File: src/rtl/lfc_ram_arbiter.sv
// Round-robin arbiter sharing one backing-RAM port among the per-bank RAM
// request channels of the lockup-free cache. One transaction in flight at a
// time: the winner's request is captured, driven to RAM until mem_complete,
// then a one-cycle complete pulse (with load data) is returned to that bank.
module lfc_ram_arbiter #(
  parameter int NUM_BANKS = 4,
  parameter int ADDR_W    = 32,
  parameter int DATA_W    = 32
) (
  input  logic                                clk,
  input  logic                                rst,
  input  logic [NUM_BANKS-1:0]                ram_mem_REN,
  input  logic [NUM_BANKS-1:0]                ram_mem_WEN,
  input  logic [NUM_BANKS-1:0][ADDR_W-1:0]    ram_mem_addr,
  input  logic [NUM_BANKS-1:0][DATA_W-1:0]    ram_mem_store,
  output logic [NUM_BANKS-1:0][DATA_W-1:0]    ram_mem_data,
  output logic [NUM_BANKS-1:0]                ram_mem_complete,
  output logic                                mem_REN,
  output logic                                mem_WEN,
  output logic [ADDR_W-1:0]                   mem_addr,
  output logic [DATA_W-1:0]                   mem_store,
  input  logic [DATA_W-1:0]                   mem_load,
  input  logic                                mem_complete,
  output logic [NUM_BANKS-1:0]                grant,
  output logic                                busy
);

  localparam int IDX_W = (NUM_BANKS > 1) ? $clog2(NUM_BANKS) : 1;

  typedef enum logic [1:0] {
    S_IDLE = 2'd0,
    S_BUSY = 2'd1,
    S_RESP = 2'd2
  } state_t;

  state_t                             r_state;
  logic [IDX_W-1:0]                   r_rr_ptr;
  logic [IDX_W-1:0]                   r_gnt_idx;
  logic                               r_op_write;
  logic [ADDR_W-1:0]                  r_addr;
  logic [DATA_W-1:0]                  r_store;
  logic                               r_ren;
  logic                               r_wen;
  logic [NUM_BANKS-1:0][DATA_W-1:0]   r_data;
  logic [NUM_BANKS-1:0]               r_complete;
  logic [NUM_BANKS-1:0]               r_grant;
  logic                               r_busy;

  logic [NUM_BANKS-1:0]               w_req;
  logic                               w_found;
  logic [IDX_W-1:0]                   w_sel;
  logic [NUM_BANKS-1:0]               w_sel_onehot;
  logic [IDX_W-1:0]                   w_ptr_next;

  assign w_req = ram_mem_REN | ram_mem_WEN;

  // Pick the first requesting bank at or above rr_ptr, wrapping around.
  always_comb begin : sel_blk
    int unsigned idx;
    w_found      = 1'b0;
    w_sel        = '0;
    w_sel_onehot = '0;
    idx          = 0;
    for (int unsigned k = 0; k < NUM_BANKS; k++) begin
      idx = (32'(r_rr_ptr) + k) % NUM_BANKS;
      if (!w_found && w_req[IDX_W'(idx)]) begin
        w_found = 1'b1;
        w_sel   = IDX_W'(idx);
      end
    end
    if (w_found) w_sel_onehot[w_sel] = 1'b1;
  end

  assign w_ptr_next = (r_gnt_idx == IDX_W'(NUM_BANKS - 1)) ? '0 : r_gnt_idx + 1'b1;

  // Transaction FSM; every output is a register so nothing glitches toward RAM or the banks.
  always_ff @(posedge clk or posedge rst) begin
    if (rst) begin
      r_state    <= S_IDLE;
      r_rr_ptr   <= '0;
      r_gnt_idx  <= '0;
      r_op_write <= 1'b0;
      r_addr     <= '0;
      r_store    <= '0;
      r_ren      <= 1'b0;
      r_wen      <= 1'b0;
      r_data     <= '0;
      r_complete <= '0;
      r_grant    <= '0;
      r_busy     <= 1'b0;
    end else begin
      case (r_state)
        S_IDLE: begin
          r_complete <= '0;
          r_data     <= '0;
          if (w_found) begin
            // Write wins when a bank raises both REN and WEN.
            r_gnt_idx  <= w_sel;
            r_op_write <= ram_mem_WEN[w_sel];
            r_ren      <= ~ram_mem_WEN[w_sel];
            r_wen      <= ram_mem_WEN[w_sel];
            r_addr     <= ram_mem_addr[w_sel];
            r_store    <= ram_mem_store[w_sel];
            r_grant    <= w_sel_onehot;
            r_busy     <= 1'b1;
            r_state    <= S_BUSY;
          end
        end
        S_BUSY: begin
          if (mem_complete) begin
            r_ren                 <= 1'b0;
            r_wen                 <= 1'b0;
            r_complete[r_gnt_idx] <= 1'b1;
            r_data[r_gnt_idx]     <= r_op_write ? '0 : mem_load;
            r_state               <= S_RESP;
          end
        end
        S_RESP: begin
          r_complete <= '0;
          r_data     <= '0;
          r_grant    <= '0;
          r_busy     <= 1'b0;
          r_rr_ptr   <= w_ptr_next;
          r_state    <= S_IDLE;
        end
        default: r_state <= S_IDLE;
      endcase
    end
  end

  assign mem_REN          = r_ren;
  assign mem_WEN          = r_wen;
  assign mem_addr         = r_addr;
  assign mem_store        = r_store;
  assign ram_mem_data     = r_data;
  assign ram_mem_complete = r_complete;
  assign grant            = r_grant;
  assign busy             = r_busy;

endmodule

File: config.mk
export PLATFORM = sky130hd
export DESIGN_NAME = lfc_ram_arbiter
export DESIGN_NICKNAME = d
export VERILOG_FILES = /design/src/rtl/lfc_ram_arbiter.sv
export SDC_FILE = /design/constraint.sdc
export NUM_CORES = 1
export LEC_CHECK = 0
export ABC_AREA = 1
export BUFFER_PORTS_ARGS = -buffer_cell sky130_fd_sc_hd__buf_4
export CORE_AREA = 4 4 192 194
export DETAILED_ROUTE_END_ITERATION = 12
export DIE_AREA = 0 0 196 198
export PLACE_DENSITY_LB_ADDON = 0.3
export SKIP_LAST_GASP = 1
export SLEW_MARGIN = 20
export SYNTH_ARGS = -nofsm -noshare
export SYNTH_HDL_FRONTEND = slang
export SYNTH_SLANG_ARGS = --single-unit
File: constraint.sdc
create_clock -name clk -period 8.1 [get_ports clk]
set_input_delay 1.62 -clock clk [delete_from_list [all_inputs] [get_ports clk]]
set_output_delay 1.62 -clock clk [all_outputs]
set_load 0.03 [all_outputs]
**Word-level counts from Yosys, hierarchy flattened**

Index checks and enable logic that the tools add are counted.
Widths: inputs -> output; s select.

- Output and inout bits: 203
- Input bits: 299
- Logic and storage cells: 100
- Flip-flop bits (word level): 210

- Equality and inequality tests: 5
- Reduce and logical (&&, ||, !) cells: 18
- Add/subtract/negate cells: 4
- Bitwise gates (word level): 3
- $lt $le $gt $ge: 8
- Multiplexer cells: 47

Operators with widths:

| operator | number |
|---|---|
| $pmux 128 s2 | 1 |
| $bmux 32 s2 | 2 |
| $bwmux 128 | 1 |
| $mux 128 | 1 |
| $mux 32 | 4 |
| $demux 32 s2 | 1 |
| $lt 2x3->1 const B | 6 |
| $pmux 4 s2 | 2 |
| $mux 1 | 15 |
| $mux 2 | 7 |
| $bmux 1 s2 | 5 |
| $mux 4 | 2 |
| $or 4x4->4 | 2 |
| $reduce_and 2->1 | 4 |
| $pmux 1 s2 | 3 |
| $reduce_bool 2->1 | 3 |
| $logic_and 1x1->1 | 5 |
| $add 2x1->2 const B | 2 |
| $add 2x2->2 const B | 2 |
| $demux 1 s2 | 2 |
| $eq 2x2->1 const B | 2 |
| $ge 2x1->1 const B | 2 |
| $ne 2x2->1 const B | 2 |
| $pmux 2 s2 | 1 |
| other kinds (6) | 8 |

**Depth between registers and ports, before layout**

- Depth after elaboration: 19
- Depth in mapped cells: 19
- Gate-level depth less buffers: 16

**Least setup slack after synthesis**

Ideal clock, no wire load.

- Path kind: input to register
- From: input port ram_mem_REN[2]
- To: register r_addr[0] (netlist: mem_addr[0])
- Arrival: 2.957 ns
- Setup time: 0.117 ns
- Data required time: 7.983 ns
- Buffers on the path: 2
- Stages on the path: 16
- Setup slack: 5.026 ns
- Cells stage by stage: nor2_1 -> nand2_1 -> nand3_1 -> nand2_1 -> nor2_2 -> nand3_2 -> nand3_2 -> inv_2 -> buf_6 -> buf_6 -> nand2_1 -> nand2_1 -> nand2_1 -> nand2_1 -> nand2_1 -> nand2_1

- Word-level cells in the longest chain between the ends: 15
- Elaborated cells on any way between the ends: 26
- Those cells by class: 18 x mux; 1 x bitwise; 7 x reduce/logical

Ends and longest elaborated chain:

| what | line | text |
|---|---|---|
| start, declared | 12 | `input logic [NUM_BANKS-1:0] ram_mem_REN,` |
| $or 4x4->4 * | 55 | `assign w_req = ram_mem_REN \| ram_mem_WEN;` |
| $bmux 1 s2 | 66 | `if (!w_found && w_req[IDX_W'(idx)]) begin` |
| $mux 1 (implied by the code) | 66 |  |
| $mux 1 | 66 |  |
| $logic_not 1->1 | 66 |  |
| $logic_and 1x1->1 | 66 |  |
| $mux 1 | 66 |  |
| $logic_not 1->1 | 66 |  |
| $logic_and 1x1->1 | 66 |  |
| $mux 1 | 66 |  |
| $logic_not 1->1 | 66 |  |
| $logic_and 1x1->1 | 66 |  |
| $mux 2 | 66 |  |
| $bmux 32 s2 | 102 | `r_addr <= ram_mem_addr[w_sel];` |
| $mux 32 (implied by the code) | 102 |  |
| end signal, assigned | 102 |  |
| end, declared | 40 | `logic [ADDR_W-1:0] r_addr;` |

Every way passes the cells marked *; elsewhere a longest branch is shown, timed or not. The select of a mux whose other input is x is not followed.
A chain may end at the register's enable or synchronous reset.

**Final worst setup path**

- From: input port ram_mem_REN[0]
- To: register r_addr[13] (netlist: mem_addr[13])

The elaborated chain is that of the path after synthesis.

==> impl_metrics.ini <==
[clock_network]
ctsResizeCount = 0
hold_buffers = 0
clkLatencyLatePin_ns = 0.53
h-tree-depth = 1
post-cts-setup-buffer-count = 0
cts_root_buf = clkbuf_16
cts_buffers = 25
path_clk_slew_ns = 0.06
cts_tree = built
cts.sinks = 210
cts_buffer_depth = 3

[placement]
portBuffers = 501
place_hpwl_mm = 30.4
post-place-ws_ns = 3.54
gp_congestion = 0.934
dpl_cell_area_um2 = 14700

[worst_setup_path]
startpoint_type = primary input
worst_ep_arrival_time_ns = 4.50
cp-end-kind = flip-flop
path_max_fanout = 47
critPathKind = in -> reg
cp.required_ns = 8.55

[logic_synthesis]
synth_fp_nets = 1797
synth_top_cell_by_area = dfrtp_1
ys_seq_elements = 210
ys_seq_area_share_pct = 48.9
synth_top_area_share_pct = 48.9
syn_inst = 1494
avgSynthCellArea_um2 = 7.20
syn_area_um2 = 10800
synth.area.top_cells = dfrtp_1 49%, nand2_1 28%, nand3_1 9.7%
ys_types = 21
synth_warnings = 0

[global_routing]
grt_pass1_wl_mm = 66.3
grtUsageMet3_pct = 6.43
grt_use_met2_pct = 36.4
antenna_found_initial = 4
grt_max_degree = 100
grt_use_met1_pct = 26.1
busiest_layer = met2
grt_pass1_vias = 11524
gr-total-overflow = 0
track_usage_pct = 21.2

[power]
intPower_w = 0.00302
peakVddDrop_mv = 0.348
finalPower_w = 0.00622
swShare_pct = 51.5
combPwrFrac_pct = 58.6
seqPwrFrac_pct = 24.2
leakagePower_nw = 8.59
pwr-share-clk_pct = 17.2
p_sw_w = 0.00320
p_per_area_nw_per_um2 = 402

[sta]
period_minus_slack_ns = 4.05
worst_slack_ns = 4.05
drv_slew = 0
tns_ns = 0
fin_skew_ns = 0.0164
rsz0062_at_grt = false
fin_crit_sh_pct = 50.0
timing.fmax_mhz = 247
worst_slew_pin_slew_ns = 1.05
hold_ws_ns = 0.478
hold_viol_final = 0
setup_viol = 0
relSlewSlack_pct = 30.1

[layout]
syn2layout_area_growth_pct = 43.9
drive_gt1_share_pct = 29.3
finish.instance_area_um2 = 15500
fin_nets = 2236

[route]
firstDrtPassIters = 5
via_per_inst = 4.87
wl_per_cell_um = 18.0
ant_nets = 0
num_vias = 11756
drt-initial-drc-count = 522
routed_wl_mm = 43.5
drc = 0

[outcome]
outcome = completed

[floorplanning]
initial_core_util_pct = 30.5
fp-row-count = 69
fp.coreArea_um2 = 35200
num_io_pins = 502
die_area_um2 = 38800
die_width_um = 196
die_h_um = 198

[worst_hold_path]
min_path_type = reg -> reg

[run]
cap_violations = 0
[layout by cell type (no fill, tap or decap), types with 6 or more instances in the layout]
| cell type | Yosys | final |
|---|---|---|
| o21ai_0 | 130 | 130 |
| nand3_1 | 209 | 209 |
| inv_1 | 10 | 9 |
| nand2_1 | 790 | 787 |
| a21oi_1 | 6 | 6 |
| nor2_1 | 10 | 9 |
| buf_4 | 6 | 518 |
| dfrtp_1 | 210 | 209 |
| o31ai_1 | 6 | 6 |
| clkbuf_16 | 0 | 25 |
[final cells by class]
type | count | area, um^2
Clock inverter | 8 | 80.1
Clock buffer | 33 | 686
Antenna cell | 4 | 10.0
Multi-Input combinational cell | 1162 | 4900
Sequential cell | 210 | 5260
Timing Repair Buffer | 518 | 3890
Inverter | 16 | 72.6
Tap cell | 461 | 577
Fill cell | 3646 | 19800
[state kept, by name (all words and copies together), names as in the netlist]
signal / count
busy: 1
ram_mem_complete: 4
r_op_write: 1
r_rr_ptr: 2
r_state: 2
mem_WEN: 1
ram_mem_data: 128
r_gnt_idx: 2
mem_store: 32
mem_addr: 32
grant: 4
mem_REN: 1
[power groups by stage]
stage               registers [W]  logic (W)  clock network (W)
global route              0.00154    0.00406            0.00115
finish                    0.00151    0.00364            0.00107
floorplan                 0.00192    0.00221                  0
CTS                       0.00150    0.00367            0.00111
global placement          0.00151    0.00362                  0
detailed placement        0.00151    0.00366                  0
[synth_stat cells, drive strengths merged]
| cell | count |
|---|---|
| nand2 | 791 |
| nand3 | 211 |
| dfrtp | 210 |
| o21ai | 130 |
| buf | 56 |
| clkbuf | 50 |
| inv | 16 |
| nor2 | 12 |
| a21oi | 6 |
| o31ai | 6 |
| ha | 4 |
| nand4 | 2 |
[worst max-delay path: stages]
cell and delay [ns]:
buf_4 0.11, nor2_1 0.21, nand2_1 0.11, nand3_1 0.10, nand2_1 0.11, nand2_1 0.13
nand2_1 0.07, nand2_1 0.16, nand3_4 0.35, inv_2 0.44, buf_4 0.54, nand2_1 0.10
nand2_1 0.08, nand2_1 0.05, nand2_1 0.10, nand2_1 0.06, nand2_1 0.09
[path summary, 6_finish.rpt]
kind	cells after the start	slack, ns	start	endpoint
hold reg to reg	2	0.48	mem_store[7]$_DFFE_PP0P_	mem_store[7]$_DFFE_PP0P_
hold / removal	2	0.48	mem_store[7]$_DFFE_PP0P_	mem_store[7]$_DFFE_PP0P_
setup reg to reg	13	4.71	r_rr_ptr[0]$_DFFE_PP0P_	mem_addr[13]$_DFFE_PP0P_
max in group asynchronous	3	5.60	rst	mem_store[28]$_DFFE_PP0P_
setup / recovery	17	4.05	ram_mem_REN[0]	mem_addr[13]$_DFFE_PP0P_
min in group asynchronous	2	1.15	rst	mem_addr[30]$_DFFE_PP0P_
[metal layers]
| metal | vias to the layer above | wire length, um |
|---|---|---|
| li1 | 5655 | - |
| met1 | 5571 | 16800 |
| met2 | 461 | 21600 |
| met3 | 69 | 4050 |
| met4 | 0 | 1070 |
| met5 | - | 0 |
[through the flow]
stage,cells,utilization (%)
3_5_place_dp,2367,41.7
2_1_floorplan,1494,-
3_3_place_gp,2367,41.7
5_1_grt,2412,43.9
4_1_cts,2408,43.9
6_report,2412,43.9
[cell families after synthesis]
family / synth area share, %
buf+inv: 5.73
simple gates: 38.2
compound gates: 6.75
fa+ha+maj: 0.466
flops: 48.9
Note: power is estimated with default switching activity, not from simulation.
